$ cat src/rtl/ddr_arb_pkg.sv
// Shared definitions for the two-port MIG application-interface arbiter.
package ddr_arb_pkg;

   typedef enum logic [2:0] {
      S_IDLE    = 3'd0,
      S_WR      = 3'd1,
      S_RD_CMD  = 3'd2,
      S_RD_WAIT = 3'd3,
      S_RESP    = 3'd4
   } state_t;

   localparam logic [2:0] CMD_WRITE = 3'b000;
   localparam logic [2:0] CMD_READ  = 3'b001;

   localparam int DEF_APP_DATA_WIDTH = 128;
   localparam int DEF_APP_MASK_WIDTH = 16;
   localparam int WORD_WIDTH         = 32;

endpackage

$ cat src/rtl/ddr_app_arbiter_rr_arb2.sv
// Two-port round-robin grant: a lone request wins, a tie goes to the port
// that was not granted last. The last-grant register starts at port 1 so
// port 0 wins the first tie after reset.
module rr_arb2 (
   input  logic       clk,
   input  logic       rst_n,
   input  logic [1:0] req,
   input  logic       advance,
   output logic [1:0] grant
);

   logic last_q;
   logic last_d;

   // Combinational one-hot grant and last-grant update on an accepted grant
   always_comb begin
      grant  = 2'b00;
      last_d = last_q;
      case (req)
         2'b01:   grant = 2'b01;
         2'b10:   grant = 2'b10;
         2'b11:   grant = last_q ? 2'b01 : 2'b10;
         default: grant = 2'b00;
      endcase
      if (advance && (grant != 2'b00)) begin
         last_d = grant[1];
      end
   end

   // Last-grant register
   always_ff @(posedge clk or negedge rst_n) begin
      if (!rst_n) begin
         last_q <= 1'b1;
      end else begin
         last_q <= last_d;
      end
   end

endmodule

$ cat src/rtl/ddr_app_arbiter.sv
// Arbitrates two single-word requesters onto one MIG UI port. Writes are
// turned into a full-line write with the word replicated and all other bytes
// masked; reads fetch a line and return the addressed 32-bit word.
module ddr_app_arbiter
   import ddr_arb_pkg::*;
#(
   parameter int ADDR_WIDTH     = 28,
   parameter int APP_DATA_WIDTH = DEF_APP_DATA_WIDTH,
   parameter int APP_MASK_WIDTH = DEF_APP_MASK_WIDTH
) (
   input  logic                      clk,
   input  logic                      sys_rst_n,
   input  logic                      init_calib_complete,
   input  logic                      req0,
   input  logic                      req1,
   input  logic                      we0,
   input  logic                      we1,
   input  logic [ADDR_WIDTH-1:0]     addr0,
   input  logic [ADDR_WIDTH-1:0]     addr1,
   input  logic [WORD_WIDTH-1:0]     wdata0,
   input  logic [WORD_WIDTH-1:0]     wdata1,
   output logic                      ack0,
   output logic                      ack1,
   output logic [WORD_WIDTH-1:0]     rdata,
   output logic [ADDR_WIDTH-1:0]     app_addr,
   output logic [2:0]                app_cmd,
   output logic                      app_en,
   input  logic                      app_rdy,
   output logic [APP_DATA_WIDTH-1:0] app_wdf_data,
   output logic [APP_MASK_WIDTH-1:0] app_wdf_mask,
   output logic                      app_wdf_wren,
   output logic                      app_wdf_end,
   input  logic                      app_wdf_rdy,
   input  logic [APP_DATA_WIDTH-1:0] app_rd_data,
   input  logic                      app_rd_data_valid,
   input  logic                      app_rd_data_end
);

   state_t                    state_q, state_d;
   logic                      gnt_q, gnt_d;
   logic [1:0]                off_q, off_d;
   logic [ADDR_WIDTH-1:0]     app_addr_q, app_addr_d;
   logic [2:0]                app_cmd_q, app_cmd_d;
   logic                      app_en_q, app_en_d;
   logic                      wren_q, wren_d;
   logic [APP_DATA_WIDTH-1:0] wdf_data_q, wdf_data_d;
   logic [APP_MASK_WIDTH-1:0] mask_q, mask_d;
   logic                      ack0_q, ack0_d;
   logic                      ack1_q, ack1_d;
   logic [WORD_WIDTH-1:0]     rdata_q, rdata_d;

   logic [1:0]                grant;
   logic                      advance;
   logic                      sel_port;
   logic                      sel_we;
   logic [ADDR_WIDTH-1:0]     sel_addr;
   logic [WORD_WIDTH-1:0]     sel_wdata;
   logic                      unused_ok;

   // Enable only the four bytes of the addressed word within the line
   function automatic logic [APP_MASK_WIDTH-1:0] wr_mask(input logic [1:0] off);
      logic [APP_MASK_WIDTH-1:0] m;
      m = '1;
      m[{off, 2'b00} +: 4] = 4'h0;
      return m;
   endfunction

   rr_arb2 u_rr_arb2 (
      .clk     (clk),
      .rst_n   (sys_rst_n),
      .req     ({req1, req0}),
      .advance (advance),
      .grant   (grant)
   );

   assign sel_port  = grant[1];
   assign sel_we    = sel_port ? we1    : we0;
   assign sel_addr  = sel_port ? addr1  : addr0;
   assign sel_wdata = sel_port ? wdata1 : wdata0;

   // Byte-offset bits and the end-of-burst flag carry no information here
   assign unused_ok = ^{app_rd_data_end, sel_addr[1:0]};

   // Next-state and registered-output logic for the transaction FSM
   always_comb begin
      state_d    = state_q;
      gnt_d      = gnt_q;
      off_d      = off_q;
      app_addr_d = app_addr_q;
      app_cmd_d  = app_cmd_q;
      app_en_d   = app_en_q;
      wren_d     = wren_q;
      wdf_data_d = wdf_data_q;
      mask_d     = mask_q;
      rdata_d    = rdata_q;
      ack0_d     = 1'b0;
      ack1_d     = 1'b0;
      advance    = 1'b0;
      case (state_q)
         S_IDLE: begin
            if (init_calib_complete && (req0 || req1)) begin
               advance    = 1'b1;
               gnt_d      = sel_port;
               off_d      = sel_addr[3:2];
               app_addr_d = {1'b0, sel_addr[ADDR_WIDTH-1:4], 3'b000};
               app_en_d   = 1'b1;
               if (sel_we) begin
                  app_cmd_d  = CMD_WRITE;
                  wren_d     = 1'b1;
                  wdf_data_d = {(APP_DATA_WIDTH/WORD_WIDTH){sel_wdata}};
                  mask_d     = wr_mask(sel_addr[3:2]);
                  state_d    = S_WR;
               end else begin
                  app_cmd_d  = CMD_READ;
                  state_d    = S_RD_CMD;
               end
            end
         end
         S_WR: begin
            // Command and data handshakes retire independently
            if (app_rdy)     app_en_d = 1'b0;
            if (app_wdf_rdy) wren_d   = 1'b0;
            if ((!app_en_q || app_rdy) && (!wren_q || app_wdf_rdy)) begin
               state_d = S_RESP;
               ack0_d  = ~gnt_q;
               ack1_d  = gnt_q;
            end
         end
         S_RD_CMD: begin
            if (app_rdy) begin
               app_en_d = 1'b0;
               state_d  = S_RD_WAIT;
            end
         end
         S_RD_WAIT: begin
            if (app_rd_data_valid) begin
               rdata_d = app_rd_data[{off_q, 5'b00000} +: WORD_WIDTH];
               state_d = S_RESP;
               ack0_d  = ~gnt_q;
               ack1_d  = gnt_q;
            end
         end
         S_RESP: begin
            state_d = S_IDLE;
         end
         default: begin
            state_d = S_IDLE;
         end
      endcase
   end

   // State and output registers with asynchronous reset
   always_ff @(posedge clk or negedge sys_rst_n) begin
      if (!sys_rst_n) begin
         state_q    <= S_IDLE;
         gnt_q      <= 1'b0;
         off_q      <= 2'b00;
         app_addr_q <= '0;
         app_cmd_q  <= CMD_WRITE;
         app_en_q   <= 1'b0;
         wren_q     <= 1'b0;
         wdf_data_q <= '0;
         mask_q     <= '1;
         rdata_q    <= '0;
         ack0_q     <= 1'b0;
         ack1_q     <= 1'b0;
      end else begin
         state_q    <= state_d;
         gnt_q      <= gnt_d;
         off_q      <= off_d;
         app_addr_q <= app_addr_d;
         app_cmd_q  <= app_cmd_d;
         app_en_q   <= app_en_d;
         wren_q     <= wren_d;
         wdf_data_q <= wdf_data_d;
         mask_q     <= mask_d;
         rdata_q    <= rdata_d;
         ack0_q     <= ack0_d;
         ack1_q     <= ack1_d;
      end
   end

   assign app_addr     = app_addr_q;
   assign app_cmd      = app_cmd_q;
   assign app_en       = app_en_q;
   assign app_wdf_data = wdf_data_q;
   assign app_wdf_mask = mask_q;
   assign app_wdf_wren = wren_q;
   assign app_wdf_end  = wren_q;
   assign rdata        = rdata_q;
   assign ack0         = ack0_q;
   assign ack1         = ack1_q;

endmodule

$ cat config.mk
export PLATFORM = sky130hd
export DESIGN_NAME = ddr_app_arbiter
export DESIGN_NICKNAME = d
export VERILOG_FILES = /design/src/rtl/ddr_arb_pkg.sv /design/src/rtl/ddr_app_arbiter_rr_arb2.sv /design/src/rtl/ddr_app_arbiter.sv
export SDC_FILE = /design/constraint.sdc
export NUM_CORES = 1
export LEC_CHECK = 0
export BUFFER_PORTS_ARGS = -buffer_cell sky130_fd_sc_hd__buf_2
export CAP_MARGIN = 5
export CORE_AREA = 4 4 178 180
export CTS_CLUSTER_SIZE = 12
export DETAILED_ROUTE_END_ITERATION = 8
export DIE_AREA = 0 0 182 184
export SKIP_CTS_REPAIR_TIMING = 1
export SLEW_MARGIN = 25
export SYNTH_ARGS = -nofsm -noshare
export SYNTH_HDL_FRONTEND = slang
export SYNTH_HIERARCHICAL = 1
export SYNTH_SLANG_ARGS = --single-unit
$ cat constraint.sdc
create_clock -name clk -period 2.3 [get_ports clk]
set_input_delay 0.115 -clock clk [delete_from_list [all_inputs] [get_ports clk]]
set_output_delay 0.115 -clock clk [all_outputs]
set_load 0.02 [all_outputs]
# Yosys cells after proc, flatten, opt, wreduce, memory -nomap -nowiden
# Cells that the tools add are included.
# totals
register_bits,214
input_bits,259
word_cells,79
# classes
add_sub_neg,1
eq_ne,13
shift,3
n_mux,27
bitwise_logic,3
reduce_logical,19
# ops
operator,n
128-bit by 8-bit variable part select with 32-bit output,1
32-bit 2-to-1 mux,1
28-bit 2-to-1 mux,1
16-bit inverter,1
16-bit OR,1
"4-bit by 6-bit variable shift with 16-bit output, first input constant",1
"4-bit by 6-bit variable part select with 16-bit output, first input constant",1
1-bit 2-to-1 mux,13
3-bit 2-to-1 mux,4
"2-bit != test, second input constant",6
3-bit case mux with 4 select lines,1
1-bit case mux with 2 select lines,4
4-bit AND reduction,2
"3-bit by 2-bit == test with 1-bit output, second input constant",2
4-bit negator with 6-bit output,1
2-bit case mux with 3 select lines,1
3-bit AND reduction,2
2-bit nonzero test,3
"2-bit == test, second input constant",2
2-bit 2-to-1 mux,2
2-bit AND reduction,2
"3-bit by 1-bit == test with 1-bit output, second input constant",1
1-bit logical AND,3
3-bit zero test,1
6 further kinds,9

# Longest topological paths before layout
# logic_depth
depth_word,7
ltp_mapped,7
mapped_depth_nobuf,5

# By module
# The synthesis kept the hierarchy.
# modules_own_cells
mod,n_inst,cells_per_inst,area_per_inst_um2
ddr_app_arbiter,1,539,6239.7
rr_arb2,1,6,56.3

# Worst setup path after synthesis
# OpenSTA, ideal clock, no wires.
# synth_timing
path_type,flip-flop to flip-flop
start,register u_rr_arb2.last_q
end,register wdf_data_q[117] (netlist: app_wdf_data[117])
setup_time_ns,0.123
t_arrival_ns,1.667
setup_slack_ns,0.510
path_stages_with_launch,7
path_buffers,2
period_less_slack_ns,1.790
cell_sequence,dfstp_2 > a21boi_0 > clkbuf_1 > mux2i_1 > nor3_4 > buf_4 > a21oi_2
# synth_via
elab_chain_len,4
word_cells_on_any_way,5
cone_classes,mux (4); reduce/logical (1)
# synth_lines
element,line,rtl
from (decl),ddr_app_arbiter_rr_arb2.sv:12,logic last_q;
from (signal assigned),ddr_app_arbiter_rr_arb2.sv:35,last_q <= last_d;
2-bit 2-to-1 mux *,ddr_app_arbiter_rr_arb2.sv:22,2'b11: grant = last_q ? 2'b01 : 2'b10;
2-bit case mux with 3 select lines *,ddr_app_arbiter_rr_arb2.sv:19,case (req)
named net grant[1],ddr_app_arbiter.sv:52,logic [1:0] grant;
1-bit 2-to-1 mux,ddr_app_arbiter.sv:77,assign sel_we = sel_port ? we1 : we0;
3-bit AND reduction (no source line),n/a,
to (signal assigned),ddr_app_arbiter.sv:175,wdf_data_q <= wdf_data_d;
to (decl),ddr_app_arbiter.sv:46,"logic [APP_DATA_WIDTH-1:0] wdf_data_q, wdf_data_d;"
# The timed path passes the listed nets; every way through them passes the cells marked *.
# A chain may end at the register's enable or synchronous reset.

# Final worst setup path
# layout_timing
start,register state_q[1]
end,register mask_q[3] (netlist: app_wdf_mask[3])
# layout_via
elab_chain_len,2
# layout_lines
element,line,rtl
from (decl),ddr_app_arbiter.sv:39,"state_t state_q, state_d;"
from (signal assigned),ddr_app_arbiter.sv:168,state_q <= state_d;
3-bit zero test,ddr_app_arbiter.sv:99,case (state_q)
3-bit AND reduction (no source line),n/a,
to (signal assigned),ddr_app_arbiter.sv:176,mask_q <= mask_d;
to (decl),ddr_app_arbiter.sv:47,"logic [APP_MASK_WIDTH-1:0] mask_q, mask_d;"
# No other way between the ends.

==> results.yml <==
sta:
  worst_slew_pin_slew_ns: 0.5127
  minimum_period_implied_by_the_final_worst_setup_slack_ns: 1.858
  timing_max_transition_violations_final: 0
  setup_repair_after_global_routing_missed_its_margin: "no"
  timing.setup.tns_ns: 0
  hold_viol_final: 0
  fin_worst_skew_ns: 0.01402
  setup_violations: 0
  fmax_mhz: 538.3
  headroom_to_the_max_slew_limit_pct: 65.82
  final_critical_path_share_of_the_clock_period_pct: 80.76
worst_setup_path:
  r2r_end: "app_wdf_mask[3]"
  crit-reg2reg-launch: "state_q[1]"
  critPathKind: "reg -> reg"
  end_kind: "flop"
  regToRegSetupSlack_ns: 0.44
  worst_path_max_fanout: 73
  critical_path.endpoint: "app_wdf_mask[3]"
  crit_path_dat_ns: 2.13
  worstRegToRegCells: 5
  critical_path.startpoint_type: "flop"
  critical_path.startpoint: "state_q[1]"
  cp.required_ns: 2.57
cells_and_area:
  drive_gt1_share_pct: 67.68
  layout.core_utilization_pct: 28.34
  flow.area_growth_from_synthesis_pct: 36.13
  design.final.nets: 1145
  insertedDiodeCount: 0
  layout.filler_cells: 3228
  fin_area_um2: 8556
floorplan:
  placeable_core_region_um2: 30190
  floorplan.rows: 64
  die_x_um: 182
  design.die.area_um2: 33490
  die_height_um: 184
  io-pin-count: 471
  floorplan.initialDensity_pct: 20.82
logic_synthesis:
  post_synth.cell_area_avg_um2: 11.57
  post_synth_instance_area_um2: 6285
  synth_cells: 543
  yosysWarningCount: 6
pwr:
  max-vdd-ir-drop_uv: 465.5
  p_leak_uw: 0.004178
  power_density_nw_per_um2: 1442
  power.switching_fraction_pct: 48.41
  internal_power_uw: 6367
  total_power_uw: 12340
  p_seq_share_pct: 28.6
  comb_power_share_pct: 58.9
  p_switching_uw: 5974
  p_clk_share_pct: 12.5
hold_path:
  hold_path.class: "in -> reg"
  worst_hold_path.num_cells: 3
clocking:
  cts_root_buf: "sky130_fd_sc_hd__clkbuf_16"
  tritoncts: "yes"
  clkLatencyLatePin_ns: 0.35
  numCtsBuffers: 9
  max-clock-path-buffers: 2
  path_clk_slew_ns: 0.08
  htree_num_levels: 3
  cts_num_sinks: 104
global_route:
  groute.usage.overall_pct: 10.81
  maximum_number_of_pins_on_one_net_before_global_route_repair: 74
  grt_pass1_wl_um: 28280
  global_route.overflow_total: 0
  antenna_found_initial: 2
  grt_pass1_vias: 5093
placed_design:
  portBuffers: 459
  placement.cell_area_um2: 8235
  gp_routability_congestion: 0.7768
  post-dp-hpwl_um: 16090
drt:
  drt_drc_violations_left: 0
  drt.antenna.violating_nets: 0
  via_count: 5202
  postRouteWirelength_um: 19880
  routed_via_density: 4.042
  drt_iter0_drc: 123
  detailed_router_iteration_count_before_antenna_repair: 4
  wl_per_cell_um: 15.45
flow_run:
  number_of_maximum_capacitance_constraint_violations: 0
status:
  result_of_the_run: "finished clean"
[placed cells by master, fill, tap and decap left out, drive strengths merged, types with 2 or more instances in the layout]
cell type	count
a211oi	2
a21oi	65
a31oi	2
buf	472
clkbuf	9
clkinv	3
conb	6
dfrtp	99
dfstp	5
dlygate4sd3	3
inv	10
mux2	34
mux2i	59
mux4	32
nand2	4
nor2	67
nor2b	5
o21ai	3
o31ai	2
[worst max-delay path: stages (launching register included)]
cell	delay, ns
sky130_fd_sc_hd__dfrtp_1	0.49
sky130_fd_sc_hd__or3_4	0.47
sky130_fd_sc_hd__nor3_4	0.23
sky130_fd_sc_hd__buf_12	0.34
sky130_fd_sc_hd__nor2_1	0.08
sky130_fd_sc_hd__a31oi_1	0.15
[registers in the layout, summed over array words and instances, names as in the netlist]
signal	flops
ack0	1
ack1	1
app_addr	24
app_cmd	1
app_en	1
app_wdf_data	32
app_wdf_end	1
app_wdf_mask	4
gnt_q	1
off_q	2
rdata	32
state_q	3
u_rr_arb2/last_q	1
[worst min-delay path by stage]
| stage | startpoint | end | slack, ns |
|---|---|---|---|
| 2_1_floorplan | sys_rst_n | ack0 | -0.18 |
| 3_3_place_gp | sys_rst_n | app_wdf_data[106] | 0.1 |
| 3_5_place_dp | sys_rst_n | app_wdf_data[106] | 0.09 |
| 4_1_cts | sys_rst_n | app_wdf_data[104] | -0.30 |
| 5_1_grt | req1 | u_rr_arb2/last_q | 0.04 |
| 6_report | req1 | u_rr_arb2/last_q | 0.04 |
[area by class of cell]
type                       count  area [um2]  share of cell area [%]
clock inverter                 7       65.06                  0.7605
tap                          396       495.5                   5.791
inverter                       7       26.28                  0.3071
timing repair buffer         475        2502                   29.25
clock buffer                   9       225.2                   2.632
multi-input combinational    289        2631                   30.75
sequential                   104        2610                   30.51
[stage by stage]
stage          hold WS [ns]  worst slack (ns)  std cells
6_report            0.04120            0.4424       1287
5_1_grt             0.04107            0.2913       1287
4_1_cts             -0.3017            0.4267       1284
3_5_place_dp        0.09482            0.4437       1268
3_3_place_gp        0.09663            0.4607       1268
2_1_floorplan       -0.1806            0.5132        548
[power by group through the flow]
stage	registers [uW]	clock network (uW)	logic, uW
after floorplan	4490	0	5070
after global routing	3690	1710	7790
final	3530	1550	7270
after detailed placement	3580	0	7410
after global placement	3530	0	7330
after CTS	3550	1670	7410
[routing by layer]
| metal | track usage (%) | wire [um] |
|---|---|---|
| met5 | 0 | 7 |
| met4 | 2.372 | 194 |
| met3 | 3.166 | 1895 |
| met2 | 19.79 | 10450 |
| met1 | 12.53 | 7334 |
(Power assumes the default switching activity.)
